===== src/rtl/harvos_lsu_pkg.sv =====
// Shared types for the harvos load/store unit: access size codes, response
// causes, FSM states and the size-to-lane-width helper.
package harvos_lsu_pkg;

    typedef enum logic [2:0] {
        SZ_B  = 3'b000,
        SZ_H  = 3'b001,
        SZ_W  = 3'b010,
        SZ_BU = 3'b100,
        SZ_HU = 3'b101
    } lsu_size_e;

    typedef enum logic [1:0] {
        CAUSE_NONE      = 2'b00,
        CAUSE_MISALIGN  = 2'b01,
        CAUSE_BUS_FAULT = 2'b10,
        CAUSE_TIMEOUT   = 2'b11
    } lsu_cause_e;

    typedef enum logic [1:0] {
        ST_IDLE = 2'b00,
        ST_BUS  = 2'b01,
        ST_RESP = 2'b10
    } lsu_state_e;

    typedef enum logic [1:0] {
        WIDTH_BYTE = 2'b00,
        WIDTH_HALF = 2'b01,
        WIDTH_WORD = 2'b10
    } lsu_width_e;

    // Bit 2 of the size code only selects zero-extension, so width comes from [1:0].
    function automatic lsu_width_e size_width(input logic [1:0] size);
        case (size)
            2'b00:   return WIDTH_BYTE;
            2'b01:   return WIDTH_HALF;
            default: return WIDTH_WORD;
        endcase
    endfunction

endpackage


===== src/rtl/harvos_dmem_if.sv =====
// Data-memory bus between the LSU (master) and the memory slave.
interface harvos_dmem_if;
    logic        req;
    logic        we;
    logic [3:0]  be;
    logic [31:0] addr;
    logic [31:0] wdata;
    logic [31:0] rdata;
    logic        done;
    logic        fault;

    modport master (
        output req, we, be, addr, wdata,
        input  rdata, done, fault
    );

    modport slave (
        input  req, we, be, addr, wdata,
        output rdata, done, fault
    );
endinterface


===== src/rtl/harvos_lsu_align.sv =====
// Combinational lane logic: byte enables, write-data replication, alignment
// check for the request side and lane extract/extend for returned load data.
module harvos_lsu_align
    import harvos_lsu_pkg::*;
(
    input  logic [1:0]  req_size_i,
    input  logic [1:0]  req_off_i,
    input  logic [31:0] req_wdata_i,
    input  logic [2:0]  ld_size_i,
    input  logic [1:0]  ld_off_i,
    input  logic [31:0] ld_rdata_i,
    output logic [3:0]  be_o,
    output logic [31:0] wdata_o,
    output logic        misaligned_o,
    output logic [31:0] ld_data_o
);

    lsu_width_e  req_width;
    lsu_width_e  ld_width;
    logic [31:0] ld_shifted;
    logic        ld_signed;

    assign req_width  = size_width(req_size_i);
    assign ld_width   = size_width(ld_size_i[1:0]);
    assign ld_shifted = ld_rdata_i >> {ld_off_i, 3'b000};
    assign ld_signed  = ~ld_size_i[2];

    always_comb begin
        be_o         = 4'b1111;
        wdata_o      = req_wdata_i;
        misaligned_o = 1'b0;
        case (req_width)
            WIDTH_BYTE: begin
                be_o    = 4'b0001 << req_off_i;
                wdata_o = {4{req_wdata_i[7:0]}};
            end
            WIDTH_HALF: begin
                be_o         = 4'b0011 << req_off_i;
                wdata_o      = {2{req_wdata_i[15:0]}};
                misaligned_o = req_off_i[0];
            end
            default: begin
                be_o         = 4'b1111;
                misaligned_o = |req_off_i;
            end
        endcase
    end

    // A word access is always at offset 0, so the shifted value is the raw word.
    always_comb begin
        case (ld_width)
            WIDTH_BYTE: ld_data_o = {{24{ld_signed & ld_shifted[7]}}, ld_shifted[7:0]};
            WIDTH_HALF: ld_data_o = {{16{ld_signed & ld_shifted[15]}}, ld_shifted[15:0]};
            default:    ld_data_o = ld_shifted;
        endcase
    end

endmodule


===== src/rtl/harvos_lsu.sv =====
// harvos load/store unit: one-at-a-time FSM driving harvos_dmem_if.master.
// Optional bus watchdog enabled by defining HARVOS_LSU_TIMEOUT_EN.
module harvos_lsu
    import harvos_lsu_pkg::*;
#(
    parameter int unsigned TIMEOUT_CYCLES = 255
) (
    input  logic          clk,
    input  logic          rst_n,
    input  logic          op_valid,
    output logic          op_ready,
    input  logic          op_store,
    input  logic [2:0]    op_size,
    input  logic [31:0]   op_addr,
    input  logic [31:0]   op_wdata,
    input  logic [4:0]    op_rd,
    output logic          rsp_valid,
    output logic [31:0]   rsp_rdata,
    output logic [4:0]    rsp_rd,
    output logic          rsp_exc,
    output logic [1:0]    rsp_cause,
    harvos_dmem_if.master dmem
);

    lsu_state_e  state_q, state_d;
    lsu_cause_e  cause_q, cause_d;
    logic [31:0] rdata_q, rdata_d;
    logic        ready_q;
    logic        store_q;
    logic [2:0]  size_q;
    logic [1:0]  off_q;
    logic [4:0]  rd_q;
    logic        req_q;
    logic        we_q;
    logic [3:0]  be_q;
    logic [31:0] addr_q;
    logic [31:0] wdata_q;

    logic [3:0]  lane_be;
    logic [31:0] lane_wdata;
    logic        misaligned;
    logic [31:0] ld_data;
    logic        accept;
    logic        timeout_hit;

    assign accept = op_valid && ready_q;

    harvos_lsu_align u_align (
        .req_size_i   (op_size[1:0]),
        .req_off_i    (op_addr[1:0]),
        .req_wdata_i  (op_wdata),
        .ld_size_i    (size_q),
        .ld_off_i     (off_q),
        .ld_rdata_i   (dmem.rdata),
        .be_o         (lane_be),
        .wdata_o      (lane_wdata),
        .misaligned_o (misaligned),
        .ld_data_o    (ld_data)
    );

`ifdef HARVOS_LSU_TIMEOUT_EN
    localparam logic [7:0] WD_LAST = 8'(TIMEOUT_CYCLES - 1);
    logic [7:0] wd_q;

    // Held at zero outside BUS, so it is already clear on the first BUS cycle.
    always_ff @(posedge clk) begin
        if (!rst_n || state_q != ST_BUS) begin
            wd_q <= 8'd0;
        end else begin
            wd_q <= wd_q + 8'd1;
        end
    end

    assign timeout_hit = (state_q == ST_BUS) && (wd_q == WD_LAST);
`else
    logic unused_timeout_cfg;
    assign unused_timeout_cfg = (TIMEOUT_CYCLES != 0);
    assign timeout_hit        = 1'b0;
`endif

    always_comb begin
        state_d = state_q;
        cause_d = cause_q;
        rdata_d = rdata_q;
        case (state_q)
            ST_IDLE: begin
                if (accept) begin
                    rdata_d = '0;
                    if (misaligned) begin
                        state_d = ST_RESP;
                        cause_d = CAUSE_MISALIGN;
                    end else begin
                        state_d = ST_BUS;
                        cause_d = CAUSE_NONE;
                    end
                end
            end
            ST_BUS: begin
                if (dmem.fault) begin
                    state_d = ST_RESP;
                    cause_d = CAUSE_BUS_FAULT;
                end else if (dmem.done) begin
                    state_d = ST_RESP;
                    rdata_d = store_q ? 32'd0 : ld_data;
                end else if (timeout_hit) begin
                    state_d = ST_RESP;
                    cause_d = CAUSE_TIMEOUT;
                end
            end
            default: state_d = ST_IDLE;
        endcase
    end

    // ready and req are registered from the next state so neither has a
    // combinational path from the bus inputs.
    always_ff @(posedge clk) begin
        if (!rst_n) begin
            state_q <= ST_IDLE;
            cause_q <= CAUSE_NONE;
            rdata_q <= '0;
            ready_q <= 1'b0;
            store_q <= 1'b0;
            size_q  <= '0;
            off_q   <= '0;
            rd_q    <= '0;
            req_q   <= 1'b0;
            we_q    <= 1'b0;
            be_q    <= '0;
            addr_q  <= '0;
            wdata_q <= '0;
        end else begin
            state_q <= state_d;
            cause_q <= cause_d;
            rdata_q <= rdata_d;
            ready_q <= (state_d == ST_IDLE);
            req_q   <= (state_d == ST_BUS);
            if (accept) begin
                store_q <= op_store;
                size_q  <= op_size;
                off_q   <= op_addr[1:0];
                rd_q    <= op_rd;
                we_q    <= op_store;
                be_q    <= lane_be;
                addr_q  <= {op_addr[31:2], 2'b00};
                wdata_q <= lane_wdata;
            end
        end
    end

    assign op_ready   = ready_q;
    assign rsp_valid  = (state_q == ST_RESP);
    assign rsp_rdata  = rsp_valid ? rdata_q : 32'd0;
    assign rsp_rd     = rsp_valid ? rd_q : 5'd0;
    assign rsp_exc    = rsp_valid && (cause_q != CAUSE_NONE);
    assign rsp_cause  = rsp_valid ? cause_q : CAUSE_NONE;

    assign dmem.req   = req_q;
    assign dmem.we    = we_q;
    assign dmem.be    = be_q;
    assign dmem.addr  = addr_q;
    assign dmem.wdata = wdata_q;

endmodule


===== src/flat_wrapper.sv =====
// flat-port wrapper written by rule: the top's interface ports become plain ports
module harvos_lsu_flat import harvos_lsu_pkg::*;
#(
    parameter int unsigned TIMEOUT_CYCLES = 255
)
  (clk, rst_n, op_valid, op_ready, op_store, op_size, op_addr, op_wdata, op_rd, rsp_valid, rsp_rdata, rsp_rd, rsp_exc, rsp_cause, dmem_req, dmem_we, dmem_be, dmem_addr, dmem_wdata, dmem_rdata, dmem_done, dmem_fault);
  harvos_dmem_if dmem_i ();
  input  logic clk;
  input  logic rst_n;
  input  logic op_valid;
  output logic op_ready;
  input  logic op_store;
  input  logic [2:0] op_size;
  input  logic [31:0] op_addr;
  input  logic [31:0] op_wdata;
  input  logic [4:0] op_rd;
  output logic rsp_valid;
  output logic [31:0] rsp_rdata;
  output logic [4:0] rsp_rd;
  output logic rsp_exc;
  output logic [1:0] rsp_cause;
  output wire logic [$bits(dmem_i.req)-1:0] dmem_req;
  output wire logic [$bits(dmem_i.we)-1:0] dmem_we;
  output wire logic [$bits(dmem_i.be)-1:0] dmem_be;
  output wire logic [$bits(dmem_i.addr)-1:0] dmem_addr;
  output wire logic [$bits(dmem_i.wdata)-1:0] dmem_wdata;
  input wire logic [$bits(dmem_i.rdata)-1:0] dmem_rdata;
  input wire logic [$bits(dmem_i.done)-1:0] dmem_done;
  input wire logic [$bits(dmem_i.fault)-1:0] dmem_fault;
  assign dmem_req = dmem_i.req;
  assign dmem_we = dmem_i.we;
  assign dmem_be = dmem_i.be;
  assign dmem_addr = dmem_i.addr;
  assign dmem_wdata = dmem_i.wdata;
  assign dmem_i.rdata = dmem_rdata;
  assign dmem_i.done = dmem_done;
  assign dmem_i.fault = dmem_fault;
  harvos_lsu #(.TIMEOUT_CYCLES(TIMEOUT_CYCLES)) u_core (.clk(clk), .rst_n(rst_n), .op_valid(op_valid), .op_ready(op_ready), .op_store(op_store), .op_size(op_size), .op_addr(op_addr), .op_wdata(op_wdata), .op_rd(op_rd), .rsp_valid(rsp_valid), .rsp_rdata(rsp_rdata), .rsp_rd(rsp_rd), .rsp_exc(rsp_exc), .rsp_cause(rsp_cause), .dmem(dmem_i));
endmodule

===== config.mk =====
export PLATFORM = sky130hd
export DESIGN_NAME = harvos_lsu_flat
export DESIGN_NICKNAME = d
export VERILOG_FILES = /design/src/rtl/harvos_lsu_pkg.sv /design/src/rtl/harvos_dmem_if.sv /design/src/rtl/harvos_lsu_align.sv /design/src/rtl/harvos_lsu.sv /design/src/flat_wrapper.sv
export SDC_FILE = /design/constraint.sdc
export NUM_CORES = 1
export LEC_CHECK = 0
export BUFFER_PORTS_ARGS = -buffer_cell sky130_fd_sc_hd__buf_2
export CORE_UTILIZATION = 48
export CTS_BUF_LIST = sky130_fd_sc_hd__clkbuf_4 sky130_fd_sc_hd__clkbuf_8 sky130_fd_sc_hd__clkbuf_16
export DETAILED_ROUTE_END_ITERATION = 8
export MAX_ROUTING_LAYER = met4
export PLACE_DENSITY_LB_ADDON = 0.2
export SLEW_MARGIN = 20
export SYNTH_ARGS = -nofsm -noshare
export SYNTH_HDL_FRONTEND = slang
export SYNTH_SLANG_ARGS = --single-unit
export TNS_END_PERCENT = 100

===== constraint.sdc =====
create_clock -name clk -period 1.9 [get_ports clk]
set_input_delay 0.19 -clock clk [delete_from_list [all_inputs] [get_ports clk]]
set_output_delay 0.19 -clock clk [all_outputs]
set_load 0.005 [all_outputs]

==> impl_metrics.yaml <==
status:
  status: "finished clean"
setup_path:
  critPathKind: "flop to output port"
  arrival_ns: 1.66
  startpoint_type: "flop"
  critPathMaxFanout: 7
  cp.required_ns: 1.71
  crit_path_end_kind: "output port"
place:
  placed_area_mm2: 0.00654
  routabilityCongestion: 0.862
  hpwl_um: 10300
  port-buffer-count: 219
logic_synthesis:
  syn_area_per_cell_um2: 8.98
  syn_area_mm2: 0.00535
  syn-instance-count: 596
  ys.warnings.count: 0
  yosys.cell_types.count: 45
  synth-seq-area-share_pct: 43.0
  ys_ff_latch: 115
routing:
  wl_per_cell_um: 15.4
  dr_total_vias: 5331
  totalWireLength_um: 15500
  drt_iter0_markers: 243
  via_per_inst: 5.29
  drt_pass1_iterations: 4
  drtAntennaViolNets: 0
  drc: 0
global_routing:
  grt_overflow: 0
  grt_use_total_pct: 27.6
  grt_pass1_wl_um: 24200
  grt_max_degree: 97
  antenna_found_initial: 0
  grt_pass1_vias: 5045
timing:
  slew_headroom_pct: 44.3
  hold_viol: 0
  fin_skew_ns: 0.00886
  whs_ns: 0.0179
  period_share_pct: 97.2
  setup_violations: 0
  slew_violations: 0
  max_slew.worst_pin.slew_ns: 0.836
  max_freq_mhz: 542
  post-route-min-period_ns: 1.85
  tns_ns: 0
  rsz0062_at_grt: "no"
power_and_ir_drop:
  ir_worst_vdd_v: 0.000496
  p_sw_mw: 1.55
  clkPwrFrac_pct: 48.1
  total_leakage_power_nw: 3.63
  intPower_mw: 5.01
  p_sw_share_pct: 23.6
  power_mw: 6.56
  power.density_mw_per_mm2: 848
  power_frac_comb_pct: 12.7
  p_seq_share_pct: 39.2
clocking:
  cts_root_buf: "clkbuf_8"
  cts_buffers: 17
  cts-htree-levels: 4
  clk_latency_ns: 0.51
  cts_sinks: 115
  cts_buffer_depth: 2
  cts_tree: "done"
  path_clk_slew_ns: 0.05
die:
  num_rows: 38
  start_util_pct: 49.4
  io_pins: 222
  core_mm2: 0.0108
  die_area_mm2: 0.0116
  chipHeight_um: 108
  fp.dieW_um: 108
worst_hold_path:
  hp-class: "input port to flop"
finish:
  fin_area_mm2: 0.00773
  nets: 966
  drive_gt1_share_pct: 35.5
  area_delta_synth_final_pct: 44.6
  antenna_cells: 0
flow_run:
  drv_cap: 0
timing repair:
item | 4_1_cts | 5_1_grt
pin swaps | 1 | 0
setup endpoints to repair | 54 | 48
hold buffers | 54 | 0
resized for setup | 5 | 9
setup buffers | 1 | 0
hold endpoints to repair | 55 | 0
power groups by stage:
stage          clock network, mW  registers, mW  logic [mW]
5_1_grt                     3.32           2.58       0.910
4_1_cts                     3.20           2.57       0.821
3_5_place_dp                   0           2.62       0.728
2_1_floorplan                  0           2.62       0.406
6_report                    3.15           2.57       0.832
3_3_place_gp                   0           2.61       0.712
synth_stat cells (all sizes together):
cell | instances | area [um^2]
a2111oi | 1 | 27.5
a211oi | 1 | 7.51
a21boi | 58 | 435
a21oi | 6 | 33.8
a221o | 16 | 160
a221oi | 7 | 61.3
a22oi | 9 | 67.6
a31oi | 1 | 6.26
and2 | 41 | 257
and3b | 1 | 8.76
and4bb | 1 | 12.5
buf | 15 | 97.6
clkbuf | 37 | 141
conb | 1 | 3.75
dfxtp | 115 | 2300
inv | 2 | 7.51
mux2 | 16 | 180
mux2i | 17 | 170
mux4 | 8 | 180
nand2 | 140 | 526
nand2b | 2 | 12.5
nand3 | 10 | 50.1
nand3b | 2 | 15.0
nand4b | 1 | 8.76
nand4bb | 1 | 11.3
nor2 | 15 | 56.3
nor2b | 11 | 68.8
nor3 | 2 | 10.0
nor3b | 1 | 7.51
nor4bb | 1 | 10.0
o2111a | 1 | 11.3
o211a | 16 | 160
o21a | 1 | 7.51
o21ai | 26 | 130
o21bai | 1 | 7.51
o2bb2ai | 7 | 61.3
o31a | 1 | 8.76
or2 | 2 | 12.5
or3 | 1 | 6.26
xor2 | 1 | 8.76
layer usage:
metal	GRT usage, %	wire length (um)
met5	-	0
met4	12.5	385
met3	6.60	945
met2	45.3	7640
met1	31.9	6530
logic make-up after synthesis:
logic type | count (synthesis) | share of synthesized area (%)
AND/OR/NAND/NOR | 232 | 20.0
AO/OA/AOI/OAI | 152 | 22.2
flip-flops | 115 | 43.0
buffers and inverters | 54 | 4.61
multiplexers | 41 | 9.92
XOR/XNOR | 1 | 0.164
other | 1 | 0.0701
final timing paths:
check | depth (start not counted) | end | from | slack [ns]
setup / recovery | 5 | rsp_exc | u_core.state_q[1] | 0.05
hold / removal | 3 | u_core.off_q[0] | op_addr[0] | 0.02
setup reg to reg | 4 | u_core.rdata_q[12] | u_core.off_q[1] | 0.15
hold reg to reg | 1 | u_core.rdata_q[9] | u_core.rdata_q[9] | 0.46
cell type report:
class                           instances  area, um^2
Fill cell                             871        3110
Multi-Input combinational cell        428        2830
Sequential cell                       115        2310
Timing Repair Buffer                  292        1820
Clock buffer                           21         457
Tap cell                              140         175
Clock inverter                         10         133
Inverter                                2        7.51
sequential cells by signal (all words and copies together) (netlist names):
signal             cells
u_core.dmem.wdata     32
u_core.rdata_q        32
u_core.dmem.addr      30
u_core.rd_q            5
u_core.dmem.be         4
u_core.size_q          3
u_core.cause_q         2
u_core.off_q           2
u_core.state_q         2
u_core.dmem.req        1
u_core.op_ready        1
u_core.store_q         1
worst max-delay path, cell delays in order, from the launching register on:
cell and delay, ns:
dfxtp_2 0.33, buf_6 0.13, nor2b_4 0.13, and2_4 0.15
or2_2 0.28, buf_2 0.13
cells in the final DEF, fill, tap and decap left out, drive strengths merged, types with 8 or more instances in the layout:
cell	synthesis	final
a21boi	58	58
a221o	16	16
a22oi	9	9
and2	41	41
buf	15	238
clkbuf	37	21
dfxtp	115	115
dlygate4sd3	0	54
mux2	16	16
mux2i	17	17
mux4	8	8
nand2	140	140
nand3	10	10
nor2	15	15
nor2b	11	11
o211a	16	16
o21ai	26	26
metrics by stage:
| stage | setup WS, ns | std cells | util [%] |
|---|---|---|---|
| floorplan | 0.221 | 597 | - |
| global placement | 0.0612 | 922 | 60.3 |
| detailed placement | -0.0195 | 922 | 60.3 |
| CTS | 0.00680 | 1008 | 71.1 |
| global route | 0.00546 | 1008 | 71.4 |
| finish | 0.0537 | 1008 | 71.4 |
No activity file was read; power rests on OpenSTA's default activity.
